--- config.mk ---
export PLATFORM = sky130hd
export DESIGN_NAME = mem_port_arb
export DESIGN_NICKNAME = d
export VERILOG_FILES = /design/src/rtl/mem_port_arb.sv
export SDC_FILE = /design/constraint.sdc
export NUM_CORES = 1
export LEC_CHECK = 0
export ABC_AREA = 1
export CORE_UTILIZATION = 30
export DETAILED_ROUTE_END_ITERATION = 10
export DONT_BUFFER_PORTS = 1
export GPL_ROUTABILITY_DRIVEN = 0
export GPL_TIMING_DRIVEN = 1
export PLACE_DENSITY_LB_ADDON = 0.2
export SLEW_MARGIN = 40
export SYNTH_ARGS = -nofsm -noshare
export SYNTH_HDL_FRONTEND = slang
export SYNTH_SLANG_ARGS = --single-unit
--- constraint.sdc ---
create_clock -name clk -period 1.79 [get_ports clk]
set_clock_uncertainty 0.15 [all_clocks]
set_input_delay 0.0895 -clock clk [delete_from_list [all_inputs] [get_ports clk]]
set_output_delay 0.0895 -clock clk [all_outputs]
set_load 0.01 [all_outputs]
--- src/rtl/mem_port_arb.sv ---
// Single-outstanding arbiter for the external memory port: data requests win over fetch,
// with a consecutive-win limit so a waiting fetch cannot starve.
module mem_port_arb #(
  parameter int AW            = 32,
  parameter int DW            = 32,
  parameter int DM_MAX_CONSEC = 4
) (
  input  logic            clk,
  input  logic            rst,
  input  logic            i_if_req,
  input  logic [AW-1:0]   i_if_addr,
  input  logic            i_if_flush,
  output logic            o_if_gnt,
  output logic            o_if_rvld,
  output logic [DW-1:0]   o_if_rdata,
  input  logic            i_dm_req,
  input  logic            i_dm_we,
  input  logic [DW/8-1:0] i_dm_be,
  input  logic [AW-1:0]   i_dm_addr,
  input  logic [DW-1:0]   i_dm_wdata,
  output logic            o_dm_gnt,
  output logic            o_dm_rvld,
  output logic [DW-1:0]   o_dm_rdata,
  output logic            o_mem_req,
  output logic            o_mem_we,
  output logic [DW/8-1:0] o_mem_be,
  output logic [AW-1:0]   o_mem_addr,
  output logic [DW-1:0]   o_mem_wdata,
  input  logic            i_mem_gnt,
  input  logic            i_mem_rvld,
  input  logic [DW-1:0]   i_mem_rdata,
  output logic            o_busy
);

  localparam logic [1:0] IDLE = 2'd0;
  localparam logic [1:0] REQ  = 2'd1;
  localparam logic [1:0] RSP  = 2'd2;

  localparam int              CW      = $clog2(DM_MAX_CONSEC + 1);
  localparam logic [CW-1:0]   CNT_MAX = CW'(DM_MAX_CONSEC);
  localparam logic            OWN_IF  = 1'b0;
  localparam logic            OWN_DM  = 1'b1;

  logic [1:0]    state;
  logic          owner;
  logic          drop;
  logic [CW-1:0] cnt;
  logic          dm_win;
  logic          if_win;
  logic          if_owns;

  // Fetch only takes the port once data has won DM_MAX_CONSEC times in a row over it.
  assign dm_win  = i_dm_req && !(i_if_req && (cnt == CNT_MAX));
  assign if_win  = i_if_req && !dm_win;
  assign if_owns = (owner == OWN_IF);

  always_ff @(posedge clk) begin
    if (rst) begin
      state       <= IDLE;
      owner       <= OWN_IF;
      cnt         <= '0;
      drop        <= 1'b0;
      o_mem_we    <= 1'b0;
      o_mem_be    <= '0;
      o_mem_addr  <= '0;
      o_mem_wdata <= '0;
    end else begin
      case (state)
        IDLE: begin
          drop <= 1'b0;
          if (dm_win) begin
            state       <= REQ;
            owner       <= OWN_DM;
            o_mem_we    <= i_dm_we;
            o_mem_be    <= i_dm_be;
            o_mem_addr  <= i_dm_addr;
            o_mem_wdata <= i_dm_wdata;
            if (!i_if_req)
              cnt <= '0;
            else if (cnt != CNT_MAX)
              cnt <= cnt + CW'(1);
          end else if (if_win && !i_if_flush) begin
            // A fetch flushed in the very cycle it would win never reaches the bus.
            state       <= REQ;
            owner       <= OWN_IF;
            o_mem_we    <= 1'b0;
            o_mem_be    <= '1;
            o_mem_addr  <= i_if_addr;
            o_mem_wdata <= '0;
            cnt         <= '0;
          end
        end
        REQ: begin
          if (if_owns && i_if_flush) drop <= 1'b1;
          if (i_mem_gnt) state <= RSP;
        end
        RSP: begin
          if (i_mem_rvld) begin
            state <= IDLE;
            drop  <= 1'b0;
          end else if (if_owns && i_if_flush) begin
            drop <= 1'b1;
          end
        end
        default: state <= IDLE;
      endcase
    end
  end

  // A flushed fetch still completes on the bus; only its handshakes to fetch are hidden.
  assign o_mem_req  = (state == REQ);
  assign o_busy     = (state != IDLE);
  assign o_if_gnt   = o_mem_req && i_mem_gnt && if_owns && !drop && !i_if_flush;
  assign o_dm_gnt   = o_mem_req && i_mem_gnt && !if_owns;
  assign o_if_rvld  = (state == RSP) && i_mem_rvld && if_owns && !drop && !i_if_flush;
  assign o_dm_rvld  = (state == RSP) && i_mem_rvld && !if_owns;
  assign o_if_rdata = ((state == RSP) && if_owns)  ? i_mem_rdata : '0;
  assign o_dm_rdata = ((state == RSP) && !if_owns) ? i_mem_rdata : '0;

endmodule
==> After elaboration in Yosys (flattened, before gate mapping) <==
Cells that the tools add are included.
{ "word_totals": {"reg_bits": 76, "inputBits": 140, "output_inout_bits": 139, "wordCells": 69} }
{ "op_classes": {"addsub": 1, "n_eq_ne": 8, "n_mux": 23, "bitwise_logic": 1, "n_reduce_logical": 28} }
{ "op_table": {"columns": ["cell", "n"], "rows": [
  ["$mux 32", 6],
  ["$logic_and 1x1->1", 17],
  ["$mux 3", 4],
  ["$mux 2", 4],
  ["$mux 4", 2],
  ["$ne 3x3->1 const B", 2],
  ["$pmux 2 s3", 1],
  ["$reduce_and 3->1", 2],
  ["$mux 1", 5],
  ["$logic_not 1->1", 4],
  ["$reduce_bool 2->1", 2],
  ["$add 3x1->3 const B", 1],
  ["$eq 3x3->1 const B", 1],
  ["$ne 3x2->1 const B", 1],
  ["$pmux 1 s3", 1],
  ["$reduce_bool 3->1", 1],
  ["$eq 2x1->1 const B", 1],
  ["$eq 2x2->1 const B", 1],
  ["$logic_not 2->1", 1],
  ["$ne 2x1->1 const B", 1],
  ["$ne 2x2->1 const B", 1],
  ["$reduce_and 2->1", 1],
  ["$not 1->1", 1]
]} }

==> Longest topological paths before layout <==
Gate-level depths: netlist of run 1.
{ "logic_depth": {"depth_word": 10, "mapped_depth": 11, "depth_no_buf": 9} }

==> Least setup slack after synthesis of run 1 <==
OpenSTA, ideal clock, no wires.
{ "synth_path": {"path_type": "register to register", "from": "reg state[0]", "to": "reg o_mem_wdata[3]", "setup_ps": 70, "t_arrival_ps": 1359, "required_ps": 1570, "slack_ps": 210, "path_stages_with_launch": 9, "path_buffers": 2, "period_less_slack_ps": 1580, "path_cell_list": "dfxtp_1 inv_1 ha_1 buf_2 inv_1 nor2_2 buf_2 nand2_1 a21oi_1"} }
{ "synth_via": {"elab_chain_cells": 2} }
{ "synth_rtl": {"columns": ["element", "line", "rtl"], "rows": [
  ["from (decl)", "44", "logic [1:0] state;"],
  ["from (signal assigned)", "59", "state <= IDLE;"],
  ["from (signal assigned)", "72", "state <= REQ;"],
  ["from (signal assigned)", "84", "state <= REQ;"],
  ["$logic_not 2->1", "68", "case (state)"],
  ["$reduce_and 2->1 (no source line)", null, null],
  ["to (signal assigned)", "77", "o_mem_wdata <= i_dm_wdata;"],
  ["to (decl)", "28", "output logic [DW-1:0] o_mem_wdata,"]
]} }
Every way passes these cells.
A chain may end at the register's enable or synchronous reset.

==> Final worst setup path of run 1 <==
{ "layout_path": {"from": "reg state[0]", "to": "out o_if_rdata[20]"} }
{ "layout_via": {"elab_chain_cells": 3} }
{ "layout_rtl": {"columns": ["element", "line", "rtl"], "rows": [
  ["$eq 2x2->1", "117", "assign o_if_rdata = ((state == RSP) && if_owns) ? i_mem_rdata : '0;"],
  ["$logic_and 1x1->1", "117", null],
  ["$mux 32", "117", null],
  ["to (decl)", "15", "output logic [DW-1:0] o_if_rdata,"]
]} }
Every way passes these cells.

==> results.md, run 1 <==
- Status: completed
- Worst R2R End: o_mem_wdata[16]$_SDFFE_PP0P_
- Die width: 115 microns
- Mux cell area share after synthesis: 0
- Post-layout nets: a little under 900
- Post-DP Area: 4080 sq um
- Placement Rows: 40
- Synth Area in Adders: 0.0195
- Clock power share: 0.350
- Max cap viols: 0
- Psw: between 1500 and 2000 uW
- Post-synthesis cell type count: 22
- Sw Share: 0.324
- DIE AREA: between 10,000 and 15,000 sq um
- Post-synth EDFFs: 0
- Post-detailed-route wirelength per cell: 14.6 microns
- Sequential fraction of the synthesis area: 0.396
- Synth Cell Area: approximately 3800 sq um
- Least-Margin Pin Slew: a little under 0.4 ns
- Hold_ws: 0.107 ns
- Fin crit period: about 1.7 ns
- Tot GR Track Use: 0.182
- Post-Route WL: 13,400 microns
- Global-route wire length before repair: between 15,000 and 20,000 microns
- Final ANT Viol Nets: 0
- Comb power frac: 0.248
- CTS Sinks: between 70 and 80
- Sequential share of power: 0.402
- Critical path's slowest cell: dfxtp_2
- Worst vdd ir: 0.685 mV
- RSZ-0062 raised after global routing: true
- Avg Cell Area, Syn: 6.06 sq um
- CP max stage delay: ~0.35 ns
- Critical path type: flop to output pin
- Fmax: between 500 and 600 MHz
- Clk_lat worst skew: 0.33 ns
- Drc violations: 0
- CTS tree: done
- Reg2Reg Launch Point: cnt[0]$_SDFFE_PP0P_
- Largest family of logic cells by synthesized area: simple AND/OR/NAND/NOR gates
- Seq cells post-synth: 76
- Overall power: approximately 5300 uW
- Num CTS Buffers: 9
- Largest net degree at the start of global routing: between 40 and 50
- I/O Pins: approximately 280
- Most common cell after layout, fill and taps aside: nand2_1
- Reg2Reg Setup Slack: roughly 0.09 ns
- Cells after Synth: approximately 630
- Grt total ovfl: 0
- Most frequent cells in the layout: nand2_1, nor2_1, dlygate4sd3_1, inv_1, dfxtp_1
- Clock Tree Root: clkbuf_16
- Setup TNS: 0 ns
- CP Capture Type: output pin
- CP Data Required Time: about 1.6 ns
- Post-synthesis async set-or-reset flop share: 0
- P_leak: ~0.0028 uW
- Setup violators final: 0
- Synth Area in XOR/XNOR: 0.00228
- Vias in the first global route: 3,893
- Antenna diode count: 0
- Post-Synth Simple-Gate Area: 0.390
- Final Slew Violations: 0
- Synth Flop Type: dfxtp_1
- WP buf/inv: 3
- Initial DRC Count: 255
- Via Count: approximately 4,300
- Detailed placement HPWL: around 8000 microns
- IO Port Bufs: 0
- Final Hold Vio Count: 0
- Critical path peak fanout: 17
- Core box area: 12,300 sq um
- Crit start category: flop
- DR vias/cell: 4.64
- Layout area overhead: 50.1%
- Worst hold start: i_if_flush
- Synth warnings: 0
- Worst min path class: input port to flop
- Reg clk slew, reported paths: about 0.060 ns
- Reg2Reg Depth: 9
- Critical-path cell list: inv_2 -> ha_4 -> nand2_2 -> buf_12 -> nor2_1 -> buf_4
- Hold endpoint: o_mem_be[1]$_SDFFE_PP0P_
- Drt first pass iters: 5
- Headroom to the max-slew limit: 0.744
- PwrDens: roughly 920 nW/um^2
- Net count after synthesis: 780
- Initial antenna violation count: 1
- DIE HEIGHT: between 100 and 150 microns
- Layout cells sized above 1: 0.0853
- CTS max path bufs: 2
- Fin crit share: 0.963
- Starting Density: 0.314
- Fin area: a little under 6000 sq um
- Data arrival, critical path: about 1.5 ns
- Compound-cell area share of the yosys netlist: 0.0651
- H-tree lvl count: 3
- Worst hold stages: 5
- P_int: around 3600 uW
- CP top delay family: buffers and inverters
==> layer usage <==
metal | global-route usage | vias to the layer above | routed length [microns]
li1 | - | 2091 | -
met1 | 0.203 | 1944 | 5410
met2 | 0.314 | 197 | 6590
met3 | 0.0749 | 22 | 1170
met4 | 0.0615 | 2 | 213
met5 | 0 | - | 11
==> flip-flops by register name (all words and copies together), names as in the netlist <==
signal       count
o_mem_addr      32
o_mem_wdata     32
o_mem_be         4
cnt              3
state            2
drop             1
o_mem_we         1
owner            1
==> what timing repair did <==
item / 4_1_cts / 5_1_grt
gates resized for setup: 7 / 21
pin swaps: 0 / 2
setup buffers: 0 / 1
setup endpoints to repair: 8 / 48
hold buffers: 108 / 0
gates cloned: 0 / 6
hold endpoints to repair: 76 / 0
==> worst max-delay path by stage <==
| stage | cells past startpoint | slack, ns | start | endpoint |
|---|---|---|---|---|
| 2_1_floorplan | 8 | 0.21 | state[0]$_SDFFE_PP0P_ | o_mem_wdata[3]$_SDFFE_PP0P_ |
| 4_1_cts | 6 | 0.002 | state[0]$_SDFFE_PP0P_ | o_if_rvld |
| 5_1_grt | 9 | -0.04 | cnt[0]$_SDFFE_PP0P_ | o_mem_wdata[21]$_SDFFE_PP0P_ |
| 6_report | 6 | 0.07 | state[0]$_SDFFE_PP0P_ | o_if_rdata[20] |
| 3_5_place_dp | 9 | 0.03 | cnt[0]$_SDFFE_PP0P_ | o_mem_wdata[18]$_SDFFE_PP0P_ |
| 3_3_place_gp | 9 | 0.12 | cnt[0]$_SDFFE_PP0P_ | o_mem_wdata[0]$_SDFFE_PP0P_ |
==> power groups by stage <==
stage / Combinational, uW / Sequential (uW) / Clock (uW)
2_1_floorplan: 748 / 2110 / 0
3_3_place_gp: 877 / 2170 / 0
3_5_place_dp: 901 / 2170 / 0
4_1_cts: 1120 / 2130 / 1930
5_1_grt: 1480 / 2170 / 2010
6_report: 1320 / 2140 / 1870
==> area by class of cell <==
type                       count  area, sq um
fill                        1194         6490
multi-input combinational    446         1940
sequential                    76         1530
timing repair buffer         134         1500
inverter                      78          293
clock buffer                   9          225
tap                          168          210
clock inverter                 7         82.6
==> worst register-to-register path: stages, from the launching register on <==
cell	delay, ns
dfxtp_2	0.33
inv_1	0.07
ha_1	0.16
nand3_2	0.11
nand2_4	0.15
nand2_8	0.09
nand2_8	0.12
buf_12	0.19
nand2_1	0.09
a21oi_1	0.17
==> cells in the mapped netlist (2+ instances only) <==
cell,count,area (sq um)
inv_1,77,289
nor2_1,137,514
buf_2,11,55.1
dfxtp_1,76,1520
nand2_4,2,22.5
nor4_1,2,12.5
nand3_1,3,15.0
ha_1,6,75.1
buf_6,5,56.3
a21oi_1,44,220
clkbuf_1,12,45.0
o21ai_0,6,30.0
nand2_1,240,901
buf_4,5,37.5
==> through the flow <==
step,instances,utilization,setup WS (ns)
2_1_floorplan,634,-,0.210
3_3_place_gp,787,0.333,0.117
3_5_place_dp,787,0.333,0.0340
4_1_cts,911,0.449,0.00183
5_1_grt,918,0.471,-0.0374
6_report,918,0.471,0.0664
==> cell families after synthesis <==
group | count (synthesis)
AO/OA/AOI/OAI | 50
XOR/XNOR | 1
adder cells (fa/ha/maj) | 6
buffers and inverters | 112
flip-flops | 76
AND/OR/NAND/NOR | 389
Power figures use the tool's default switching activity.
==> run 2: changes to the inputs <==
--- a/config.mk
+++ b/config.mk
@@ -11,6 +11,7 @@
 export DONT_BUFFER_PORTS = 1
 export GPL_ROUTABILITY_DRIVEN = 0
 export GPL_TIMING_DRIVEN = 1
+export MAX_ROUTING_LAYER = met4
 export PLACE_DENSITY_LB_ADDON = 0.2
 export SLEW_MARGIN = 40
 export SYNTH_ARGS = -nofsm -noshare
==> run 2 against run 1 <==
Effect of this change: sequential share of layout area about the same; critical endpoint unchanged; die area unchanged; register-to-register slack improved by 0.02 ns; fmax about the same; largest power group unchanged; routed wire length increased by 0.17%; design area about the same; utilization about the same.
==> results.md, run 2 (synthesized netlist as in run 1, its figures left out) <==
- Status: completed
- Post-DP Area: 4080 sq um (unchanged)
- P_leak: 0.00278 uW (about the same)
- Final Slew Violations: 0 (unchanged)
- CP Data Required Time: 1.55 ns (about the same)
- Worst vdd ir: 0.687 mV (+0.37%)
- Post-layout nets: 891 (unchanged)
- Fin crit share: 0.962 (about the same)
- DR vias/cell: 4.64 (about the same)
- Reg2Reg Launch Point: cnt[1]$_SDFFE_PP0P_
- CTS Sinks: 76 (unchanged)
- Global-route wire length before repair: 18,600 microns (unchanged)
- Max cap viols: 0 (unchanged)
- Reg2Reg Setup Slack: 0.11 ns (+0.02 ns)
- I/O Pins: 279 (unchanged)
- Layout cells sized above 1: 0.0853 (unchanged)
- Final ANT Viol Nets: 0 (unchanged)
- Via Count: 4,264 (+0.19%)
- CP Capture Type: output pin
- Data arrival, critical path: 1.48 ns (about the same)
- Fmax: 581 MHz (about the same)
- Fin area: 5770 sq um (about the same)
- Worst R2R End: o_mem_wdata[13]$_SDFFE_PP0P_
- Num CTS Buffers: 9 (unchanged)
- Grt total ovfl: 0 (unchanged)
- CTS tree: done
- Headroom to the max-slew limit: 0.742 (-0.00151)
- Final WS setup: 0.0674 ns (+0.00107 ns)
- Initial antenna violation count: 1 (unchanged)
- Critical path peak fanout: 17 (unchanged)
- Post-detailed-route wirelength per cell: 14.6 microns (about the same)
- Die width: 115 microns (unchanged)
- Top flop regs: o_mem_addr: 32 flops, o_mem_wdata: 32 flops, o_mem_be: 4 flops
- Least-Margin Pin Slew: 0.387 ns (+0.00227 ns)
- Clk_lat worst skew: 0.33 ns (about the same)
- Reg clk slew, reported paths: 0.06 ns (about the same)
- Vias in the first global route: 3,898 (+0.13%)
- DIE AREA: 13,300 sq um (unchanged)
- Critical path type: flop to output pin
- Reg2Reg Depth: 9 (unchanged)
- Drc violations: 0 (unchanged)
- Tot GR Track Use: 0.188 (+0.00593)
- Worst min path class: input port to flop
- PwrDens: 922 nW/um^2 (about the same)
- IO Port Bufs: 0 (unchanged)
- H-tree lvl count: 3 (unchanged)
- Clock Tree Root: clkbuf_16
- Hold_ws: 0.106 ns (-0.00100 ns)
- Final Hold Vio Count: 0 (unchanged)
- Worst hold stages: 5 (unchanged)
- Layout area overhead: 50.2% (about the same)
- DIE HEIGHT: 115 microns (unchanged)
- CTS max path bufs: 2 (unchanged)
- Initial DRC Count: 261 (+2.4%)
- Placement Rows: 40 (unchanged)
- Starting Density: 0.314 (unchanged)
- Crit start category: flop
- Setup violators final: 0 (unchanged)
- Setup TNS: 0 ns (unchanged)
- RSZ-0062 raised after global routing: true
- Fin crit period: 1.72 ns (-0.00107 ns)
- Overall power: 5330 uW (about the same)
- Most common cell after layout, fill and taps aside: nand2_1
- Largest net degree at the start of global routing: 41 (unchanged)
- Detailed placement HPWL: 7990 microns (unchanged)
- Dpl ws: 0.0340 ns (unchanged)
- Worst hold start: i_if_flush
- Post-Route WL: 13,400 microns (+0.17%)
- Drt first pass iters: 6 (+1)
- Core box area: 12,300 sq um (unchanged)
- Hold endpoint: o_mem_be[1]$_SDFFE_PP0P_
- Crit. Startpoint: state[0]$_SDFFE_PP0P_
- Most frequent cells in the layout: nand2_1, nor2_1, dlygate4sd3_1, inv_1, dfxtp_1
run 2: worst max path at each step:
stage	depth (start not counted)	end
CTS	6	o_if_rvld
detailed placement	9	o_mem_wdata[18]$_SDFFE_PP0P_
global placement	9	o_mem_wdata[0]$_SDFFE_PP0P_
global route	9	o_mem_wdata[21]$_SDFFE_PP0P_
finish	6	o_if_rdata[20]
floorplan	8	o_mem_wdata[3]$_SDFFE_PP0P_
run 2: critical path: stages (launching register included):
cell and delay [ns]:
dfxtp_2 0.35, inv_2 0.09, ha_4 0.15, nand2_2 0.09
buf_12 0.17, nor2_1 0.14, buf_4 0.15
run 2: stage by stage:
stage | util | std cells
6_report | 0.471 | 919
5_1_grt | 0.471 | 919
4_1_cts | 0.449 | 911
3_5_place_dp | 0.333 | 787
3_3_place_gp | 0.333 | 787
2_1_floorplan | - | 634
run 2: per-layer routing:
layer	global-route usage	vias to the layer above	part of all wire
li1	-	2092	-
met1	0.209	1948	0.40
met2	0.314	204	0.49
met3	0.0664	20	0.084
met4	0.0615	0	0.017
met5	-	-	0
run 2: power by group:
part,switching [uW],internal [uW]
Combinational,709,610
Sequential,248,1890
Clock,764,1100
Total,1720,3600
run 2: layout make-up:
cell class | instances | area, sq um
Clock buffer | 9 | 225
Tap cell | 168 | 210
Sequential cell | 76 | 1530
Multi-Input combinational cell | 446 | 1940
Inverter | 78 | 293
Clock inverter | 7 | 82.6
Fill cell | 1196 | 6490
Timing Repair Buffer | 134 | 1500
Antenna cell | 1 | 2.50
run 2: what timing repair did:
item / in CTS / in global routing
endpoints found under the setup margin: 8 / 48
gates resized for setup: 7 / 21
hold endpoints to repair: 76 / 0
hold buffers: 108 / 0
setup buffers: 0 / 1
cloned: 0 / 6
pin swaps: 0 / 2
==> run 3: changes to the inputs <==
--- a/config.mk
+++ b/config.mk
@@ -12,7 +12,6 @@
 export GPL_ROUTABILITY_DRIVEN = 0
 export GPL_TIMING_DRIVEN = 1
 export MAX_ROUTING_LAYER = met4
-export PLACE_DENSITY_LB_ADDON = 0.2
 export SLEW_MARGIN = 40
 export SYNTH_ARGS = -nofsm -noshare
 export SYNTH_HDL_FRONTEND = slang
==> run 3 against run 2 <==
Effect of this change: clock power increased by 14%; non-clock buffer count is 1 lower; via count down 2.7%; critical endpoint is now o_if_gnt; fmax rose by 0.41%; critical path type unchanged; flip-flop and latch count unchanged; largest cell class unchanged; utilization is 0.85 points lower; global-route usage is 0.86 points lower; worst setup slack gained 0.0070 ns; first-iteration DRC count fell by 1.9%; register-to-register slack got worse by 0.02 ns.
==> results.md, run 3 (synthesized netlist as in run 1, its figures left out) <==
- Post-Route WL: 13,000 microns (-3.3%)
- Clk_lat worst skew: 0.34 ns (about the same)
- Critical-path cell list: buf_4 -> ha_4 -> nand2_1 -> nor4_4 -> buf_4
- Register area: 1520 sq um (-0.25%)
- Starting Density: 0.314 (unchanged)
- Worst vdd ir: 0.689 mV (+0.23%)
- Sequential share of power: 0.386 (-0.016)
- Max cap viols: 0 (unchanged)
- Initial antenna violation count: 1 (unchanged)
- H-tree lvl count: 3 (unchanged)
- Most frequent cells in the layout: nand2_1, nor2_1, dlygate4sd3_1, inv_1, dfxtp_1
- Placed insts: 787 (unchanged)
- Detailed placement HPWL: 7570 microns (-5.2%)
- Multi-input gate area in the final layout: 1910 sq um (-1.7%)
- I/O Pins: 279 (unchanged)
- Critical path type: flop to output pin
- Reg clk slew, reported paths: 0.06 ns (about the same)
- Fill count: 1,138 (-4.8%)
- Layout area overhead: 47.5%
- Num CTS Buffers: 9 (unchanged)
- CP Capture Type: output pin
- Critical path's slowest cell: dfxtp_1
- Final ANT Viol Nets: 0 (unchanged)
- CTS max path bufs: 2 (unchanged)
- Die width: 115 microns (unchanged)
- Drc violations: 0 (unchanged)
- Via Count: 4,147 (-2.7%)
- PwrDens: 974 nW/um^2 (+5.6%)
- Setup violators final: 0 (unchanged)
- Least-Margin Pin Slew: 0.395 ns (+0.00849 ns)
- Critical path peak fanout: 4 (-13)
- Critical Path Most Common Cell: buf_4
- Sw Share: 0.296 (-0.0274)
- Fin area: 5670 sq um (-1.8%)
- P_int: 3890 uW (+7.9%)
- IO Port Bufs: 0 (unchanged)
- Crit start category: flop
- Data arrival, critical path: 1.48 ns (about the same)
- CP top delay family: flip-flops
- DR vias/cell: 4.52 (-2.6%)
- Status: completed
- Final Slew Violations: 0 (unchanged)
- Fin crit period: 1.72 ns (-0.00699 ns)
- P_leak: 0.00275 uW (-0.93%)
- Post-detailed-route wirelength per cell: 14.1 microns (-3.2%)
- DIE HEIGHT: 115 microns (unchanged)
- CTS tree: done
- Layout Cells excl Fill: 918 (-0.11%)
- DIE AREA: 13,300 sq um (unchanged)
- Top flop regs: o_mem_addr: 32 flops, o_mem_wdata: 32 flops, o_mem_be: 4 flops
- Most common cell after layout, fill and taps aside: nand2_1
- Setup TNS: 0 ns (unchanged)
- Fin crit share: 0.958 (-0.00390)
- Drt first pass iters: 4 (-2)
- CTS Sinks: 76 (unchanged)
- Clock power share: 0.387 (+0.037)
- RSZ-0062 raised after global routing: true
- Comb power frac: 0.227 (-0.021)
- Vias in the first global route: 3,724 (-4.5%)
- CP Data Required Time: 1.55 ns (about the same)
- Core box area: 12,300 sq um (unchanged)
- Tot GR Track Use: 0.180 (-0.00862)
- Post-layout nets: 890 (-0.11%)
- Fmax: 583 MHz (+0.41%)
- Clock Tree Root: clkbuf_16
- Final Hold Vio Count: 0 (unchanged)
- Largest net degree at the start of global routing: 49 (+20%)
- Layout cells sized above 1: 0.0734 (-0.0119)
- Initial DRC Count: 256 (-1.9%)
- Global-route wire length before repair: 17,500 microns (-5.8%)
- Headroom to the max-slew limit: 0.737 (-0.00566)
- Grt total ovfl: 0 (unchanged)
- Placement Rows: 40 (unchanged)
- WP buf/inv: 2 (-1)
- CP max stage delay: 0.35 ns (about the same)
- Post-DP Area: 4040 sq um (-0.92%)
- Worst min path class: input port to flop
- Psw: 1630 uW (-5.1%)
-- run 3: cell types whose count changed in the layout (fill, tap and decap cells not counted), moves of 3 or more --
| cell | change |
|---|---|
| buf_4 | +3 |
| buf_6 | +3 |
| dfxtp_2 | -3 |
| clkbuf_16 | -4 |
| buf_12 | -5 |
| dfxtp_1 | +3 |
-- run 3: cell type report --
type | count | share of cell area
antenna | 1 | 0.000441
clock buffer | 12 | 0.0452
clock inverter | 4 | 0.0168
inverter | 78 | 0.0516
multi-input combinational | 446 | 0.336
sequential | 76 | 0.268
tap | 168 | 0.0371
timing repair buffer | 133 | 0.244
-- run 3: worst register-to-register path, stage by stage (launching register included) --
cell	delay [ns]
dfxtp_1	0.35
inv_1	0.06
ha_1	0.20
nand3_2	0.10
nand2_4	0.08
nand2_4	0.13
nand2_8	0.13
buf_16	0.19
nor2_1	0.14
nor2_1	0.06
-- run 3: worst paths after layout --
check	from	to	slack (ns)	cells past startpoint
max	state[0]$_SDFFE_PP0P_	o_if_gnt	0.07	5
min	rst	o_mem_addr[20]$_SDFFE_PP0P_	0.07	4
max reg2reg	cnt[0]$_SDFFE_PP0P_	o_mem_addr[19]$_SDFFE_PP0P_	0.09	9
min reg2reg	cnt[1]$_SDFFE_PP0P_	cnt[1]$_SDFFE_PP0P_	0.34	2
-- run 3: power groups by stage --
stage / combinational, uW / clock (uW) / sequential (uW)
after floorplan: 748 / 0 / 2110
after global placement: 890 / 0 / 2160
after detailed placement: 892 / 0 / 2160
after CTS: 1110 / 2200 / 2120
after global routing: 1410 / 2250 / 2150
final: 1260 / 2140 / 2130
-- run 3: per-layer routing --
| layer | global-route usage | up-vias | wire length [microns] |
|---|---|---|---|
| met5 | - | - | 0 |
| met2 | 0.290 | 226 | 5930 |
| met4 | 0.0727 | 0 | 227 |
| li1 | - | 2095 | - |
| met3 | 0.0807 | 21 | 1350 |
| met1 | 0.192 | 1805 | 5460 |
-- run 3: metrics by stage --
stage	setup WS [ns]	total power [uW]	utilization	hold slack [ns]
after global placement	0.126	3050	0.330	0.0117
after CTS	0.00600	5430	0.449	0.0529
after global routing	-0.0107	5810	0.462	0.0859
final	0.0744	5520	0.462	0.0677
after floorplan	0.210	2860	-	0.0794
after detailed placement	0.0893	3050	0.330	0.0130
-- run 3: repair_timing --
item | in CTS | in global routing
cloned | 0 | 4
resized for setup | 6 | 15
hold buffers | 108 | 0
buffers inserted | 0 | 2
endpoints found under the setup margin | 3 | 51
hold endpoints to repair | 76 | 0
